[src/rtl/lcd_bus_reader.sv]
// Read-side engine for an HD44780-style LCD bus: single status/data reads with optional
// busy-flag polling. Never drives the data bus; LCD_RW is held at 1.
module lcd_bus_reader #(
  parameter int unsigned CLK_DIV      = 5,
  parameter int unsigned SETUP_TICKS  = 1,
  parameter int unsigned E_HIGH_TICKS = 2,
  parameter int unsigned HOLD_TICKS   = 1,
  parameter int unsigned POLL_LIMIT   = 255
) (
  input  logic       CLK,
  input  logic       RESET,
  input  logic       REQ,
  input  logic       REQ_RS,
  input  logic       REQ_POLL,
  output logic       BUSY,
  output logic       RD_VALID,
  output logic [7:0] RD_DATA,
  output logic       BF,
  output logic [6:0] AC,
  output logic       TIMEOUT,
  output logic       LCD_E,
  output logic       LCD_RS,
  output logic       LCD_RW,
  input  logic [7:0] LCD_DATA_IN
);

  localparam int unsigned PW = (CLK_DIV > 1) ? $clog2(CLK_DIV) : 1;
  localparam int unsigned CW = $clog2(POLL_LIMIT + 1);

  localparam logic [2:0] StIdle  = 3'd0;
  localparam logic [2:0] StSetup = 3'd1;
  localparam logic [2:0] StEHigh = 3'd2;
  localparam logic [2:0] StHold  = 3'd3;
  localparam logic [2:0] StCheck = 3'd4;

  logic [2:0]    state_q;
  logic [PW-1:0] pre_q;
  logic [7:0]    tick_cnt_q;
  logic [7:0]    tick_lim;
  logic          tick;
  logic          last_tick;
  logic          rs_q;
  logic          poll_q;
  logic [CW-1:0] poll_cnt_q;
  logic [CW-1:0] poll_nxt;
  logic [7:0]    sample_q;
  logic [7:0]    rd_data_q;
  logic          bf_q;
  logic [6:0]    ac_q;
  logic          rd_valid_q;
  logic          timeout_q;
  logic          lcd_e_q;
  logic          lcd_rs_q;

  assign tick     = (pre_q == PW'(CLK_DIV - 1));
  assign poll_nxt = poll_cnt_q + 1'b1;

  always_comb begin
    tick_lim = '0;
    case (state_q)
      StSetup: tick_lim = 8'(SETUP_TICKS - 1);
      StEHigh: tick_lim = 8'(E_HIGH_TICKS - 1);
      StHold:  tick_lim = 8'(HOLD_TICKS - 1);
      default: tick_lim = '0;
    endcase
  end

  assign last_tick = tick && (tick_cnt_q == tick_lim);

  always_ff @(posedge CLK) begin
    if (RESET) begin
      state_q    <= StIdle;
      pre_q      <= '0;
      tick_cnt_q <= '0;
      rs_q       <= 1'b1;
      poll_q     <= 1'b0;
      poll_cnt_q <= '0;
      sample_q   <= '0;
      rd_data_q  <= '0;
      bf_q       <= 1'b1;
      ac_q       <= '0;
      rd_valid_q <= 1'b0;
      timeout_q  <= 1'b0;
      lcd_e_q    <= 1'b0;
      lcd_rs_q   <= 1'b1;
    end else begin
      rd_valid_q <= 1'b0;
      timeout_q  <= 1'b0;
      pre_q      <= tick ? '0 : pre_q + 1'b1;
      if (last_tick) begin
        tick_cnt_q <= '0;
      end else if (tick) begin
        tick_cnt_q <= tick_cnt_q + 1'b1;
      end

      case (state_q)
        StIdle: begin
          pre_q      <= '0;
          tick_cnt_q <= '0;
          lcd_e_q    <= 1'b0;
          if (REQ) begin
            rs_q       <= REQ_RS;
            poll_q     <= REQ_POLL & ~REQ_RS;
            poll_cnt_q <= '0;
            lcd_rs_q   <= REQ_RS;
            state_q    <= StSetup;
          end
        end
        StSetup: begin
          if (last_tick) begin
            lcd_e_q <= 1'b1;
            state_q <= StEHigh;
          end
        end
        StEHigh: begin
          if (last_tick) begin
            sample_q <= LCD_DATA_IN;
            lcd_e_q  <= 1'b0;
            state_q  <= StHold;
          end
        end
        StHold: begin
          // Results are registered on entry so they are visible during the CHECK cycle.
          if (last_tick) begin
            state_q <= StCheck;
            if (!rs_q) begin
              bf_q <= sample_q[7];
              ac_q <= sample_q[6:0];
            end
            if (!poll_q || !sample_q[7]) begin
              rd_data_q  <= sample_q;
              rd_valid_q <= 1'b1;
            end else begin
              poll_cnt_q <= poll_nxt;
              if (poll_nxt == CW'(POLL_LIMIT)) begin
                timeout_q <= 1'b1;
              end
            end
          end
        end
        StCheck: begin
          if (rd_valid_q || timeout_q) begin
            state_q <= StIdle;
          end else begin
            pre_q      <= '0;
            tick_cnt_q <= '0;
            state_q    <= StSetup;
          end
        end
        default: begin
          lcd_e_q <= 1'b0;
          state_q <= StIdle;
        end
      endcase
    end
  end

  assign BUSY     = (state_q != StIdle);
  assign RD_VALID = rd_valid_q;
  assign RD_DATA  = rd_data_q;
  assign BF       = bf_q;
  assign AC       = ac_q;
  assign TIMEOUT  = timeout_q;
  assign LCD_E    = lcd_e_q;
  assign LCD_RS   = lcd_rs_q;
  assign LCD_RW   = 1'b1;

endmodule

[config.mk]
export PLATFORM = sky130hd
export DESIGN_NAME = lcd_bus_reader
export DESIGN_NICKNAME = d
export VERILOG_FILES = /design/src/rtl/lcd_bus_reader.sv
export SDC_FILE = /design/constraint.sdc
export NUM_CORES = 1
export LEC_CHECK = 0
export ABC_AREA = 1
export CAP_MARGIN = 15
export CORE_MARGIN = 5
export CORE_UTILIZATION = 35
export CTS_CLUSTER_DIAMETER = 100
export DETAILED_ROUTE_END_ITERATION = 10
export RECOVER_POWER = 25
export SYNTH_ARGS = -nofsm -noshare
export SYNTH_HDL_FRONTEND = slang
export SYNTH_SLANG_ARGS = --single-unit
[constraint.sdc]
create_clock -name CLK -period 2.2 [get_ports CLK]
set_input_delay 0.22 -clock CLK [delete_from_list [all_inputs] [get_ports CLK]]
set_output_delay 0.22 -clock CLK [all_outputs]
set_load 0.03 [all_outputs]
==> results.md, run 1 <==
Status:
- The flow ran to the end, and the final reports show no timing, DRC or antenna violations.

GRT:
- Entering global routing, the biggest net connects 27 pins.
- The number of global-route vias before repair is 1974.
- The number of antenna violations at the first check in global routing was 0.
- The global routing usage summed across all routing layers is about an eighth.
- The wire length of the first global-routing pass is just over 9000 um.
- After global routing the overflow that remains totals 0.

Clock network:
- The number of buffers created by CTS is 5.
- The maximum buffer depth of the clock tree is 2.
- TritonCTS built the clock tree.
- CTS built an H-tree with a depth of 2.
- Post-CTS repair changed the size of 0 cells.
- The clock sink count is between 50 and 60.
- The clock tree root buffer cell is clkbuf_8.
- The hold buffer count at CTS is 0.
- Clock-pin slew was measured on the worst setup and hold paths at 0.09 ns.
- The worst-skew pair later-pin latency is 0.31 ns.
- Post-CTS timing repair inserted 0 buffers for setup.

Yosys:
- After synthesis, the cell types taking the most area are dfxtp_1 42%, nor2_1 13%, nand2_1 10%.
- In this run, synthesis produced a sequential element count of 51.
- Yosys mapped a number of flops with a built-in enable equal to 0.
- The dominant synthesized flop cell is dfxtp_1.
- The mapped netlist covers ~2400 um2.
- The area share of the leading cell type in the synthesized netlist is a little over two fifths.
- After technology mapping, the gate count stands at 344.
- The net count after synthesis is 362.
- nor2_1 is the most common cell in the netlist.
- The synthesized design spends more area on one cell type than any other, namely dfxtp_1.
- After synthesis, the netlist uses 33 different library cells.
- The Yosys warning count is 0.
- Sorting the synthesized cells by how often they occur yields 87 x nor2_1, 65 x nand2_1, 51 x dfxtp_1.
- The share of async-settable or async-resettable flops after synthesis is 0%.
- The mean instance size in the synthesized netlist is roughly 7 um2.
- The share of the Yosys chip area taken by registers is a little over two fifths.

Floorplan:
- The floorplan step set the die width to 93.3 um.
- The number of placed I/O pins is 35.
- From bottom edge to top edge, the die measures between 90 and 100 um.
- The die outline area is between 8000 and 9000 um2.
- The floorplan has 30 rows.
- Once the floorplan was initialized, standard cells occupied between 30% and 40% of the core.
- The floorplan step defined a core boundary enclosing a little under 7000 um2.

Timing:
- Setup repair after global routing left no endpoint under its margin.
- After routing, the total negative slack on setup checks comes to 0 ns.
- The final worst clock skew is 0.0101 ns.
- The max-slew violation total from the final report is 0.
- The final hold violation count came to 0.
- The clock period could shrink to 1.98 ns.
- After layout, the worst path uses 89.8% of the clock period.
- For this run, the top clock speed supported by timing is approximately 510 MHz.
- Once routing completed, OpenROAD measured the worst setup slack at roughly 0.22 ns.
- Setup violations remaining at the end of the flow were counted as 0.

Drt:
- The count of antenna-violating nets left after detailed routing is 0.
- The total via count after detailed routing is between 2000 and 2500.
- For this block, the routed nets add up to 5450 um of wire.
- After detailed routing, the average wire length per cell comes to between 10 and 15 um.
- The average via count per standard cell is 4.53.
- The remaining routing DRC violations is 0.
- The detailed router finished its first iteration with about 130 violations.
- For this run, the detailed router's first-pass iteration total came to 4.

Setup path:
- The delay of the slowest cell on the worst path is just under 0.7 ns.
- The signal on the critical path passes through inv_1 -> nand2_1 -> clkdlybuf4s50_1.
- The category of the worst setup path launch point is a flop.
- The required time at the endpoint of the critical path is 1.98 ns.
- The critical setup path kind is flop to output pin.
- STA classifies the critical path endpoint as an output pin.
- The arrival time at the worst endpoint is 1.76 ns.
- The largest driver fanout on the critical path is 5.
- The slowest stage of the critical path belongs to the cell clkdlybuf4s50_1.

Layout:
- Fill cells in the final layout number 700.
- The relative area change from synthesis to final layout is 23.2%.
- The net count of the finished layout is ~400.
- The count of placed standard cells in the final layout, fillers left out is between 400 and 500.
- The number of diodes added for antenna fixing is 0.
- The post-layout instance area is roughly 3000 um2.
- The post-route netlist has under 10% of its cells at a drive strength greater than 1.

Place:
- In this run, placement finished with an instance count of 470.
- Routability-driven placement finished with a final weighted congestion of 0.812.
- At the placement stage, the worst setup path has a slack of roughly 0.50 ns.
- The post-DP HPWL is slightly above 4000 um.
- The count of buffers from port buffering is 33.
- The placed instances occupy a cell area of between 2000 and 3000 um2.

Worst hold path:
- The min-delay analysis places its worst path in the category flop to flop.

Power:
- The overall power consumption is about 1.7 mW.
- The leakage power of the design is ~1.3 nW.
- For this design the ratio of total power to cell area is 576 nW/um2.
- VDD sags by at most 298 uV.

Job:
- The count of max-cap constraint violations is 0.
cells by family after synthesis:
family | synth area share [%]
AOI/OAI and AO/OA | 7.51
xor gates and xnor gates | 2.52
adders and majority gates | 2.57
buffers and inverters | 7.36
DFF | 42.0
other | 0.154
and+or+nand+nor | 37.9
stage by stage:
step                utilization, %  hold WS [ns]
global placement              42.4         0.433
CTS                           44.1         0.454
floorplan                        -         0.350
detailed placement            42.4         0.440
finish                        44.1         0.449
global route                  44.1         0.478
routing by layer:
metal	global-route usage [%]	vias up	wire (um)
li1	-	1164	-
met1	17.7	956	2620
met2	20.5	35	2570
met3	2.98	8	198
met4	3.91	0	65
met5	0	-	0
critical path, delay by kind of cell, from the launching register on:
family,cells,cell delay (ns)
buffers and inverters,2,0.84
DFF,1,0.44
and+or+nand+nor,1,0.17
layout make-up:
class | count | area [um2] | area share (%)
clock buffers | 5 | 68.8 | 2.30
clock inverters | 3 | 46.3 | 1.55
inverters | 37 | 141 | 4.72
multi-input cells | 250 | 1230 | 41.1
flip-flops and latches | 51 | 1020 | 34.1
well taps | 96 | 120 | 4.01
repair buffers | 36 | 365 | 12.2
cell usage in the layout, fill, tap and decap left out, types with 2 or more instances in the layout:
| master | netlist | layout |
|---|---|---|
| nand2_2 | 5 | 5 |
| o211ai_1 | 2 | 2 |
| dlygate4sd3_1 | 0 | 12 |
| nand3_2 | 4 | 4 |
| dfxtp_1 | 51 | 51 |
| clkdlybuf4s50_1 | 0 | 21 |
| ha_1 | 5 | 5 |
| a21oi_1 | 12 | 12 |
| nand2_1 | 65 | 65 |
| nand3_1 | 16 | 16 |
| o21ai_0 | 19 | 19 |
| inv_1 | 35 | 36 |
| nand4_1 | 9 | 9 |
| nor3_1 | 5 | 5 |
| nor2_2 | 2 | 2 |
| nor3b_1 | 2 | 2 |
| xnor2_1 | 3 | 3 |
| clkbuf_8 | 1 | 5 |
| nor2_1 | 87 | 87 |
| xor2_1 | 4 | 4 |
| buf_4 | 1 | 2 |
power breakdown:
part,leakage [nW],switching (mW),internal [mW]
clock,0.0548,0.324,0.343
sequential,0.412,0.00887,0.931
combinational,0.810,0.0696,0.0475
total,1.28,0.403,1.32
worst paths after layout:
path	from	end	slack, ns	cells past startpoint
setup / recovery	state_q[2]$_SDFFE_PP0P_	BUSY	0.22	3
hold / removal	pre_q[0]$_SDFF_PP0_	pre_q[0]$_SDFF_PP0_	0.45	1
setup reg to reg	state_q[2]$_SDFFE_PP0P_	tick_cnt_q[5]$_SDFF_PP0_	0.50	7
hold reg to reg	pre_q[0]$_SDFF_PP0_	pre_q[0]$_SDFF_PP0_	0.45	1
flip-flops by register name, indices dropped and copies added (netlist names):
register / cells
RD_DATA: 8
LCD_RS: 1
AC: 7
poll_cnt_q: 8
RD_VALID: 1
state_q: 3
TIMEOUT: 1
poll_q: 1
sample_q: 8
pre_q: 3
tick_cnt_q: 8
LCD_E: 1
BF: 1
No activity file was read; power rests on OpenSTA's default activity.
==> run 2: changes to the inputs <==
==> constraint.sdc (replaced) <==
create_clock -name CLK -period 2 [get_ports CLK]
set_input_delay 0.2 -clock CLK [delete_from_list [all_inputs] [get_ports CLK]]
set_output_delay 0.2 -clock CLK [all_outputs]
set_load 0.03 [all_outputs]
==> run 2 against run 1 <==
Net effect:
- die area unchanged
- clock skew decreased by 0.0062 ns
- critical path depth increased by 8
- global-route usage increased by 0.14 points
- power increased by 4.2%
- utilization decreased by 0.39 points
- count of clock-buffer cells in the layout increased by 1
- worst hold slack improved by 0.0068 ns
- via count decreased by 0.74%
- clock power decreased by 4.2%
- sequential power increased by 9.7%
==> results.md, run 2 (same netlist as run 1, synthesis figures left out) <==
Timing:
- The max-slew violation total from the final report was 0.
- The post-route worst hold slack is 0.456 ns.
- For the final routed database, the setup TNS stands at 0 ns.
- Setup violations remaining at the end of the flow were counted as 0.
- Setup repair after global routing left no endpoint under its margin.
- The maximum frequency from static timing analysis is 577 MHz.
- The final hold violation count came to 0.
- The clock period could shrink to about 1.7 ns.
- Setup slack on the critical path of the routed design comes to about 0.27 ns.
- On the final layout, the worst clock skew is approximately 0.0039 ns.
- In the finished design, the share of the clock period the worst path needs comes to 86.6%.

Setup path:
- The kind of cell with the highest combined delay along the critical path is simple AND/OR/NAND/NOR gates.
- The cell with the largest stage delay on the worst path is dfxtp_1.
- The critical register-to-register path endpoint is RD_DATA[0]$_SDFFE_PP0P_.
- On the worst path, the slowest cell contributes a delay of 0.34 ns.
- The critical path in this run is classified as flop to flop.
- The sum of buffers and inverters on the critical path is 1.
- The worst flop-to-flop path startpoint is pre_q[0]$_SDFF_PP0_.
- The depth of the most critical reg-to-reg path is 11.
- The type of element capturing the critical path is a flop.
- The category of the worst setup path launch point is a flop.
- The critical path runs through a total of 11 cells.
- Traced cell by cell, the critical path runs through inv_1 -> ha_1 -> nand2_2 -> nor2_1 -> nand2_2 -> nand2_2 -> nand2_4 -> nor2_4 -> nand2_1 -> nor2_1 -> nor2_1.
- The largest driver fanout on the critical path is 8.
- STA puts the critical path data required time at ~2.2 ns.
- The setup slack of the worst register-to-register path is about 0.27 ns.
- The arrival time at the worst endpoint is ~1.9 ns.

Place:
- The worst slack at placement is around 0.27 ns.
- The cell count after placement is between 400 and 500.
- In this run the cell area measured after placement is 2870 um2.
- The global placement routability congestion is ~0.80.
- Buffers placed on the I/O ports in this run total 33.
- The post-DP HPWL is 4110 um.

GRT:
- Summed over all layers, the global routing overflow is 0.
- Entering global routing, the biggest net connects 26 pins.
- The number of global-route vias before repair is 2007.
- The number of antenna violations at the first check in global routing is 0.
- The global routing usage summed across all routing layers is a little over an eighth.
- The wire length of the first global-routing pass is between 9000 and 10000 um.

Drt:
- In the final routed layout, each cell accounts on average for between 10 and 15 um.
- The final layout contains routed wiring with a total length of between 5000 and 6000 um.
- The total via count after detailed routing is between 2000 and 2500.
- The average via count per standard cell is roughly 4.5.
- The count of antenna-violating nets left after detailed routing is 0.
- For this run, design rule violations remaining after detail routing come to 0.
- After the first detailed-routing iteration, the DRC count stood at approximately 110.
- Before antenna repair, the detailed router went through 4 iterations.

Power:
- The completed layout was analyzed and its total power is 1.80 mW.
- IR analysis of the VDD net gives a maximum drop of approximately 310 uV.
- The leakage power of the design is between 1 and 1.5 nW.
- The cell area power density is about 610 nW/um2.

Clock network:
- The clock tree root buffer cell is clkbuf_8.
- The number of buffers created by CTS is 5.
- The clock slew seen by the registers of the worst setup and hold paths is about 0.09 ns.
- The maximum buffer depth of the clock tree is 2.
- The H-tree level count is 2.
- The clock tree from TritonCTS is yes.
- The clock drives 51 sinks.
- The clock reaches the later pin of the worst-skew pair after about 0.31 ns.

Floorplan:
- The chip width is roughly 93 um.
- The floorplan step defined a die boundary enclosing between 8000 and 9000 um2.
- For this configuration, the core starts out at a cell density of 35.8%.
- The count of standard-cell rows is 30.
- The number of placed I/O pins is 35.
- Measured along the y axis, the die boundary spans ~93 um.
- The floorplan core area is just under 7000 um2.

Worst hold path:
- The tightest min-delay check is of the flop to flop type.
- The hold-critical path endpoint is pre_q[0]$_SDFF_PP0_.
- The instance count along the most critical hold path is 1.
- The worst hold path begins at pre_q[0]$_SDFF_PP0_.

Layout:
- Measured on the finished design, the core utilization comes to a little over two fifths.
- Counting the fill cells in the layout gives about 700.
- The post-layout instance area is between 2000 and 3000 um2.
- The final-stage net count is between 300 and 400.
- Cells with a size suffix above 1 make up 7.33% of the layout.
- Relative to the synthesized area, the layout overhead comes to 22.1%.
- The top cell types in the final layout, fill and taps aside, are 87 x nor2_1, 65 x nand2_1, 51 x dfxtp_1.
- The repair_antennas step left the layout with diodes totalling 0.
- Leaving out filler cells and counting taps, the final layout contains around 480.
- The library cell used most frequently in the layout, excluding fill and tap cells, is nor2_1.
- The register area is around 1000 um2.
- In the final layout, the multi-input gates occupy between 1000 and 1500 um2.

Status:
- The flow ran to the end, and the final reports show no timing, DRC or antenna violations.

Job:
- Max-cap violations in this run came to 0.
-- run 2: timing repair --
item | in CTS | in global routing
hold buffers | 0 | 0
gates resized for setup | 0 | 1
endpoints found under the setup margin | 0 | 1
buffers inserted | 0 | 0
-- run 2: how the worst max path moves through the flow --
stage | from | endpoint | slack, ns
2_1_floorplan | pre_q[0]$_SDFF_PP0_ | RD_DATA[0]$_SDFFE_PP0P_ | 0.52
3_3_place_gp | pre_q[0]$_SDFF_PP0_ | RD_DATA[0]$_SDFFE_PP0P_ | 0.32
5_1_grt | pre_q[0]$_SDFF_PP0_ | RD_DATA[4]$_SDFFE_PP0P_ | 0.11
3_5_place_dp | pre_q[0]$_SDFF_PP0_ | RD_DATA[0]$_SDFFE_PP0P_ | 0.27
6_report | pre_q[0]$_SDFF_PP0_ | RD_DATA[0]$_SDFFE_PP0P_ | 0.27
4_1_cts | state_q[1]$_SDFFE_PP0P_ | BUSY | 0.02
-- run 2: where the power goes --
| part | total, mW | switching (mW) | internal, mW | leakage [nW] |
|---|---|---|---|---|
| clock | 0.639 | 0.356 | 0.283 | 0.0474 |
| sequential | 1.03 | 0.00945 | 1.02 | 0.412 |
| combinational | 0.125 | 0.0753 | 0.0494 | 0.807 |
-- run 2: final cells by class --
cell class	instances	area share, %
clock inverter	2	0.548
timing repair buffer	36	12.0
tap	96	4.05
clock buffer	6	2.78
sequential	51	34.4
inverter	37	4.76
multi-input combinational	250	41.5
-- run 2: worst register-to-register path, cell delays in order, from the launching register on --
cell,delay [ns]
dfxtp_1,0.34
inv_1,0.06
ha_1,0.15
nand2_2,0.09
nor2_1,0.17
nand2_2,0.09
nand2_2,0.08
nand2_4,0.11
nor2_4,0.13
nand2_1,0.19
nor2_1,0.18
nor2_1,0.06
-- run 2: routing by layer --
metal  vias to the layer above  share of wire, %  global-route usage, %
met5                         -                 0                      0
met3                         8               2.3                   2.82
li1                       1163                 -                      -
met1                       960                49                   17.3
met2                        16                47                   21.8
met4                         0               1.1                   3.66
